File: config.mk
export PLATFORM = sky130hd
export DESIGN_NAME = serial_adder
export DESIGN_NICKNAME = d
export VERILOG_FILES = /design/src/rtl/serial_adder.sv
export SDC_FILE = /design/constraint.sdc
export NUM_CORES = 1
export LEC_CHECK = 0
export ABC_AREA = 1
export BUFFER_PORTS_ARGS = -buffer_cell sky130_fd_sc_hd__buf_2
export CELL_PAD_IN_SITES_DETAIL_PLACEMENT = 1
export CELL_PAD_IN_SITES_GLOBAL_PLACEMENT = 1
export CORE_ASPECT_RATIO = 1.75
export CORE_MARGIN = 2
export CORE_UTILIZATION = 46
export DETAILED_ROUTE_END_ITERATION = 6
export GPL_TIMING_DRIVEN = 0
export HOLD_SLACK_MARGIN = 0.08
export PLACE_DENSITY_LB_ADDON = 0.1
export SKIP_CTS_REPAIR_TIMING = 1
export SYNTH_ARGS = -nofsm -noshare
export SYNTH_HDL_FRONTEND = slang
export SYNTH_SLANG_ARGS = --single-unit
File: constraint.sdc
create_clock -name clk -period 3.9 [get_ports clk]
set_input_delay 0.78 -clock clk [delete_from_list [all_inputs] [get_ports clk]]
set_output_delay 0.78 -clock clk [all_outputs]
set_load 0.05 [all_outputs]
File: src/rtl/serial_adder.sv
// Digit-serial WIDTH-bit adder: one DIGIT-bit slice plus a registered carry, handshaked by start/ready/done.
// Latency: done pulses in the cycle after edge E0+N, and ready returns after edge E0+N+1 (N = WIDTH/DIGIT).
// Backpressure: start is honoured only while ready is high; requests made while busy are dropped, not queued.
module serial_adder #(
    parameter int WIDTH = 16,
    parameter int DIGIT = 4
) (
    input  logic             clk,
    input  logic             rst_n,
    input  logic             start,
    input  logic [WIDTH-1:0] a,
    input  logic [WIDTH-1:0] b,
    input  logic             c_in,
    output logic             ready,
    output logic             done,
    output logic [WIDTH-1:0] sum,
    output logic             c_out,
    output logic             ovf
);

    localparam int DG   = (DIGIT < 1) ? 1 : DIGIT;
    localparam int N    = (WIDTH / DG < 1) ? 1 : WIDTH / DG;
    localparam int CLG  = $clog2(N + 1);
    localparam int CW   = (CLG < 1) ? 1 : CLG;

    if (WIDTH < 1 || DIGIT < 1 || DIGIT > WIDTH || (WIDTH % DG) != 0) begin : g_bad_params
        $error("serial_adder: illegal WIDTH=%0d / DIGIT=%0d", WIDTH, DIGIT);
    end

    typedef enum logic [1:0] {
        IDLE = 2'd0,
        RUN  = 2'd1,
        DONE = 2'd2
    } state_t;

    state_t state, state_nxt;

    logic [WIDTH-1:0] opa, opb, psum;
    logic             carry;
    logic [CW-1:0]    cnt;
    logic             a_msb, b_msb;

    logic             load, step, last;
    logic [DG:0]      slice;
    logic [WIDTH+DG-1:0] psum_ext;
    logic [WIDTH-1:0] psum_nxt;

    // One shared slice: the low digit of each operand plus the running carry.
    assign slice    = {1'b0, opa[DG-1:0]} + {1'b0, opb[DG-1:0]} + {{DG{1'b0}}, carry};
    // New digit enters at the MSB end; the concatenation keeps DIGIT==WIDTH legal.
    assign psum_ext = {slice[DG-1:0], psum};
    assign psum_nxt = psum_ext[WIDTH+DG-1:DG];
    assign last     = (cnt == CW'(N - 1));

    always_ff @(posedge clk or negedge rst_n) begin
        if (!rst_n) begin
            state <= IDLE;
        end else begin
            state <= state_nxt;
        end
    end

    always_comb begin
        state_nxt = state;
        load      = 1'b0;
        step      = 1'b0;
        ready     = 1'b0;
        done      = 1'b0;
        case (state)
            IDLE: begin
                ready = 1'b1;
                if (start) begin
                    load      = 1'b1;
                    state_nxt = RUN;
                end
            end
            RUN: begin
                step = 1'b1;
                if (last) begin
                    state_nxt = DONE;
                end
            end
            DONE: begin
                done      = 1'b1;
                state_nxt = IDLE;
            end
            default: begin
                state_nxt = IDLE;
            end
        endcase
    end

    always_ff @(posedge clk or negedge rst_n) begin
        if (!rst_n) begin
            opa   <= '0;
            opb   <= '0;
            psum  <= '0;
            carry <= 1'b0;
            cnt   <= '0;
            a_msb <= 1'b0;
            b_msb <= 1'b0;
        end else if (load) begin
            opa   <= a;
            opb   <= b;
            psum  <= '0;
            carry <= c_in;
            cnt   <= '0;
            a_msb <= a[WIDTH-1];
            b_msb <= b[WIDTH-1];
        end else if (step) begin
            opa   <= opa >> DG;
            opb   <= opb >> DG;
            psum  <= psum_nxt;
            carry <= slice[DG];
            cnt   <= cnt + CW'(1);
        end
    end

    // Visible results move only on the final digit edge, so they hold through RUN.
    always_ff @(posedge clk or negedge rst_n) begin
        if (!rst_n) begin
            sum   <= '0;
            c_out <= 1'b0;
            ovf   <= 1'b0;
        end else if (step && last) begin
            sum   <= psum_nxt;
            c_out <= slice[DG];
            ovf   <= (a_msb == b_msb) && (psum_nxt[WIDTH-1] != a_msb);
        end
    end

endmodule

==> results.md, run 1 <==
* Clk_lat worst skew at 0.33 ns
* Initial antenna violation count at 0
* Clock skew at approximately 0.0046 ns
* Final count of pins violating max slew at 0
* Worst-Margin Slew at 0.8900 ns
* Starting Density at 0.4689
* Busiest layer in global routing: met2
* Worst hold path type: register to register
* Global-route wire length before repair at 12,680 um
* CTS tree: built
* Total global-route track usage at 0.2329
* Grt met3 use at 0.05253
* Hold Crit Depth at 2
* Top-level I/O count at 56
* Die H at 111.6 um
* Setup WS post-layout at 1.936 ns
* GPL Wtd Cong at 0.7567
* Post-DP HPWL at around 5300 um
* Peak Freq at 509.2 MHz
* Post-Synthesis Cells at 301
* Data arrival, critical path at approximately 1.2 ns
* GR Util met1 at 0.2432
* Cell depth of the worst flop-to-flop path at 6
* Minimum clock period at 1.964 ns
* Total die area at 0.007307 sq mm
* Pre-CTS setup slack at 1.959 ns
* Most frequent standard cell in the layout excluding fill and tap cells: nand2_1
* Status: finished, final reports clean
* Top FF cell, synth: dfrtp_1
* Maximum root-to-sink buffer count at 2
* Total grt overflow at 0
* Drt wl/cell at between 15 and 20 um
* Crit path kind: register to output port
* Setup violations, final at 0
* Synth Register Bits at 70
* Fill cell count at 757
* Slew headroom at 0.4067
* DRT Wirelength at roughly 7500 um
* EDFF count, synth at 0
* Post-synthesis sequential area ratio at 0.5757
* Met2 Use GR at 0.4361
* # rows at 39
* Final ANT Viol Nets at 0
* Max Cap Viol at 0
* Largest net degree at the start of global routing at 71
* Synth async-reset ratio at 1.000
* Crit end category: output port
* Clk sink count at 70
* Area delta synth->final at 24.14%
* Crit path launch type: register
* Vias at roughly 2,400
* Worst VDD drop at 0.0004346 V
* H-tree levels at 3
* Die span in x at 65.48 um
* Antenna Cells at 0
* Leak at 1.921 nW
* CTS buffer count at 9
* Avg Cell Area, Syn at just over 10 sq um
* Layout cells sized above 1 at 0.2957
* Nets at 410
* Critical Path RT at approximately 3.1 ns
* Drt pass-1 iters at 4
* Initial drt markers at about 120
* Clock root buffer: clkbuf_16
* Vias per inst at between 5 and 6
* Most frequent cells in the layout: nand2_1 (87), dfrtp_1 (70), buf_2 (62), inv_1 (29), nand3_1 (17)
* Cell Area, Synth at 0.003043 sq mm
* Final period util at 0.5035
* CP max FO at 3
* Hold Vio Cnt, Final at 0
* Library cells used by synthesis at 25
* DRC Markers at 0
* CORE AREA at ~0.0065 sq mm
* Clock slew at reported path FFs at 0.06 ns
* Setup TNS at 0 ns
* Number of port buffers at 55
* Yosys warns at 0
* RSZ-0062 raised after global routing: false
* Pwr Density at 1020 mW/mm^2
* Vias in the first global route at 2,665
* Post-Synthesis Net Count at 344
## sequential cells by signal, summed over array words and instances (netlist names)
name,flops
opa,16
sum,16
c_out,1
b_msb,1
psum,12
a_msb,1
state,2
cnt,3
opb,16
ovf,1
carry,1
## critical path, stage by stage, from the launching register on
cell	delay (ns)
dfrtp_1	0.44
nor2_4	0.13
buf_2	0.27
## worst paths after layout
| check | end | start | slack, ns |
|---|---|---|---|
| worst max-delay path | ready | state[0] | 1.94 |
| worst min-delay path | sum[2] | sum[2] | 0.48 |
| worst max register to register | carry | opa[0] | 1.95 |
| worst min register to register | sum[2] | sum[2] | 0.48 |
| max in group asynchronous | opa[14] | rst_n | 2.75 |
| min in group asynchronous | sum[12] | rst_n | 0.56 |
## power by group
| group | total [mW] | internal, mW | switching (mW) |
|---|---|---|---|
| logic | 1.70 | 0.541 | 1.16 |
| registers | 1.21 | 1.05 | 0.167 |
| clock network | 0.937 | 0.647 | 0.290 |
| total | 3.85 | 2.23 | 1.62 |
## Yosys cell counts, types with 2 or more instances
library cell / n / area share
buf_2: 8 / 0.013
ha_1: 5 / 0.021
a22oi_1: 2 / 0.0049
inv_1: 29 / 0.036
nor2_1: 3 / 0.0037
o211ai_1: 16 / 0.039
dfrtp_1: 70 / 0.58
inv_2: 4 / 0.0049
o21ai_0: 6 / 0.0099
fa_1: 2 / 0.013
nand3_1: 17 / 0.028
a22o_1: 7 / 0.020
buf_6: 5 / 0.019
o21ai_2: 15 / 0.043
nand2_4: 3 / 0.011
a21oi_1: 3 / 0.0049
o22ai_1: 12 / 0.025
nand2_1: 87 / 0.11
## stage by stage
stage          area [sq um]    util  total power [mW]  hold slack (ns)  std cells
4_1_cts                3777  0.5820             3.908           0.4821        454
3_5_place_dp           3423  0.5275             2.929           0.4674        438
5_1_grt                3777  0.5820             4.115           0.5092        454
2_1_floorplan          3043       -             2.465           0.4494        301
6_report               3777  0.5820             3.852           0.4756        454
3_3_place_gp           3421  0.5271             2.859           0.4580        438
## cell type report
class                   count  area (sq um)  share of cell area
plain buffers              14         100.1             0.02650
repair buffers             55         277.8             0.07353
well taps                  82         102.6             0.02716
clock inverters             2         60.06             0.01590
multi-input cells         183          1061              0.2809
inverters                  34         130.1             0.03445
flip-flops and latches     70          1752              0.4637
clock buffers              14         294.0             0.07784
## per-layer routing
| metal | wire [um] | vias up |
|---|---|---|
| met1 | 2792 | 1186 |
| met3 | 236 | 10 |
| met4 | 125 | 0 |
| met2 | 4393 | 55 |
| met5 | 0 | - |
| li1 | - | 1124 |
## cell families after synthesis
group,Yosys count,synth area share
buffers and inverters,48,0.07565
adders and majority gates,7,0.03372
xor gates and xnor gates,1,0.002879
and+or+nand+nor,113,0.1624
DFF,70,0.5757
AOI/OAI and AO/OA,62,0.1497
(Power assumes the default switching activity.)
==> run 2: changes to the inputs <==
CORE_UTILIZATION = 42   (was 46)
clock period = 1.85 ns   (was 3.9 ns; I/O delays follow)
==> run 2 against run 1 <==
  * Clock skew barely moved
  * Non-clock buffer count did not move
  * Critical path depth rose by 4
  * Clock power rose by 65%
  * Via count fell by 2.0%
  * Combinational power rose by 110%
  * Sequential cell count did not move
  * Wire length fell by 1.9%
  * Sequential share of layout area rose by 0.91 points
  * Global-route usage fell by 1.6 points
  * Worst setup slack got worse by 1.8 ns
  * Critical path type is now register to register
  * Highest routed layer unchanged
==> results.md, run 2 (synthesis gave the netlist of run 1 again) <==
* Status: finished, final reports clean
* Clk sink count at 70 (unchanged)
* Worst R2R Setup Slack at 0.14 ns (-1.81 ns)
* DRT Wirelength at 7403 um (-1.9%)
* Crit end category: register
* Starting Density at 0.4267 (-0.04212)
* Layout cells sized above 1 at 0.3011 (+0.005376)
* Global-route wire length before repair at 12,480 um (-1.6%)
* Setup TNS at 0 ns (unchanged)
* Most frequent standard cell in the layout excluding fill and tap cells: nand2_1
* Total global-route track usage at 0.2166 (-0.01624)
* Pwr Density at 2075 mW/mm^2 (+100%)
* Vias in the first global route at 2,553 (-4.2%)
* Clock slew at reported path FFs at 0.05 ns (about the same)
* Antenna Cells at 0 (unchanged)
* Hold Vio Cnt, Final at 0 (unchanged)
* Largest registers: opa x16, opb x16, sum x16
* Origin of the critical flop-to-flop path: opa[0]
* Worst VDD drop at 0.0008601 V (+98%)
* Vias per inst at 5.081 (-2.9%)
* Post-DP HPWL at 5391 um (+1.6%)
* CTS buffer count at 9 (unchanged)
* Slew headroom at 0.3997 (-0.006996)
* Final core occ at 0.5196 (-0.06247)
* Final period util at 0.9237
* Placed cells at 442 (+0.91%)
* CORE AREA at 0.007131 sq mm (+9.9%)
* Setup violations, final at 0 (unchanged)
* Clock root buffer: clkbuf_16
* Max Cap Viol at 0 (unchanged)
* Worst-Margin Slew at 0.9005 ns (+0.01049 ns)
* Largest net degree at the start of global routing at 71 (unchanged)
* CP max FO at 3 (unchanged)
* Nets at 410 (unchanged)
* Crit path launch type: register
* CTS tree: built
* RSZ-0062 raised after global routing: false
* Total grt overflow at 0 (unchanged)
* Drt pass-1 iters at 4 (unchanged)
* Area delta synth->final at 21.75%
* Drt wl/cell at 16.16 um (-2.8%)
* Initial drt markers at 129 (+12%)
* Crit path kind: register to register
* Most frequent cells in the layout: nand2_1 (87), dfrtp_1 (70), buf_2 (62), inv_1 (29), nand3_1 (17)
* Total die area at 0.007969 sq mm (+9.1%)
* Die span in x at 68.35 um (+4.4%)
* Worst hold path type: input port to async pin
* GPL Wtd Cong at 0.7368 (-2.6%)
* Number of port buffers at 55 (unchanged)
* Clk_lat worst skew at 0.33 ns (about the same)
* Reg2reg end: carry
* Clock skew at 0.004170 ns (-0.0004699 ns)
* Maximum root-to-sink buffer count at 2 (unchanged)
* Final ANT Viol Nets at 0 (unchanged)
* Data arrival, critical path at 1.92 ns (+0.74 ns)
* Leak at 1.882 nW (-2.0%)
* Finished Layout Cells at 458 (+0.88%)
* DRC Markers at 0 (unchanged)
* Initial antenna violation count at 0 (unchanged)
* # rows at 41 (+5.1%)
* Final count of pins violating max slew at 0 (unchanged)
* Critical Path RT at 2.06 ns (-1.06 ns)
* Die H at 116.6 um (+4.5%)
* Cell depth of the worst flop-to-flop path at 6 (unchanged)
* Peak Freq at around 590 MHz
* Top-level I/O count at 56 (unchanged)
* Minimum clock period at 1.709 ns
* H-tree levels at 3 (unchanged)
* Vias at 2,327 (-2.0%)
run 2: changes by cell type in the layout (fill, tap and decap cells not counted):
| cell | change |
|---|---|
| fa_1 | -2 |
| a21oi_2 | +1 |
| clkbuf_8 | -4 |
| clkinv_2 | +5 |
| fa_2 | +2 |
| bufinv_16 | -2 |
| clkbuf_1 | +1 |
| a21oi_1 | -1 |
run 2: how the worst max path moves through the flow:
stage | end | from | slack, ns | depth (start not counted)
floorplan | carry | opa[0] | 0.15 | 6
global placement | opa[8] | rst_n | -0.004 | 1
detailed placement | carry | opa[0] | 0.01 | 6
CTS | carry | opa[0] | 0.003 | 6
global route | psum[14] | opa[0] | 0.05 | 4
finish | carry | opa[0] | 0.14 | 6
run 2: layout make-up:
cell class	count	area, sq um
Fill cell	845	3426
Sequential cell	70	1752
Multi-Input combinational cell	183	1070
Timing Repair Buffer	55	277.8
Clock buffer	11	242.7
Inverter	34	130.1
Tap cell	86	107.6
Buffer	14	100.1
Clock inverter	5	25.02
run 2: power breakdown:
part / switching [mW] / internal (mW) / leakage, nW
Clock: 0.622 / 0.931 / 0.139
Sequential: 0.348 / 2.21 / 0.896
Combinational: 2.43 / 1.15 / 0.848
Total: 3.40 / 4.29 / 1.88
run 2: worst max-delay path, cell delays in order, from the launching register on:
cell and delay (ns):
dfrtp_1 0.41, fa_2 0.43, fa_2 0.38, a21oi_2 0.15
o21bai_1 0.09, nand2_1 0.08, nand3_1 0.06
run 2: layer usage:
layer	global-route usage	part of all wire	vias to the layer above
met5	0	0	-
met4	0.07600	0.013	0
met3	0.05684	0.036	8
met2	0.3883	0.57	53
met1	0.2402	0.38	1146
li1	-	-	1120
run 2: per-stage QoR:
| stage | instance area [sq um] | hold WS, ns | setup WS [ns] | power [mW] |
|---|---|---|---|---|
| after floorplan | 3043 | 0.07441 | 0.1465 | 5.197 |
| after global placement | 3426 | 0.4615 | -0.004301 | 6.042 |
| after detailed placement | 3428 | 0.4690 | 0.01029 | 6.179 |
| after CTS | 3696 | 0.1986 | 0.002587 | 7.789 |
| after global routing | 3705 | 0.2401 | 0.05069 | 8.311 |
| final | 3705 | 0.1421 | 0.1412 | 7.686 |
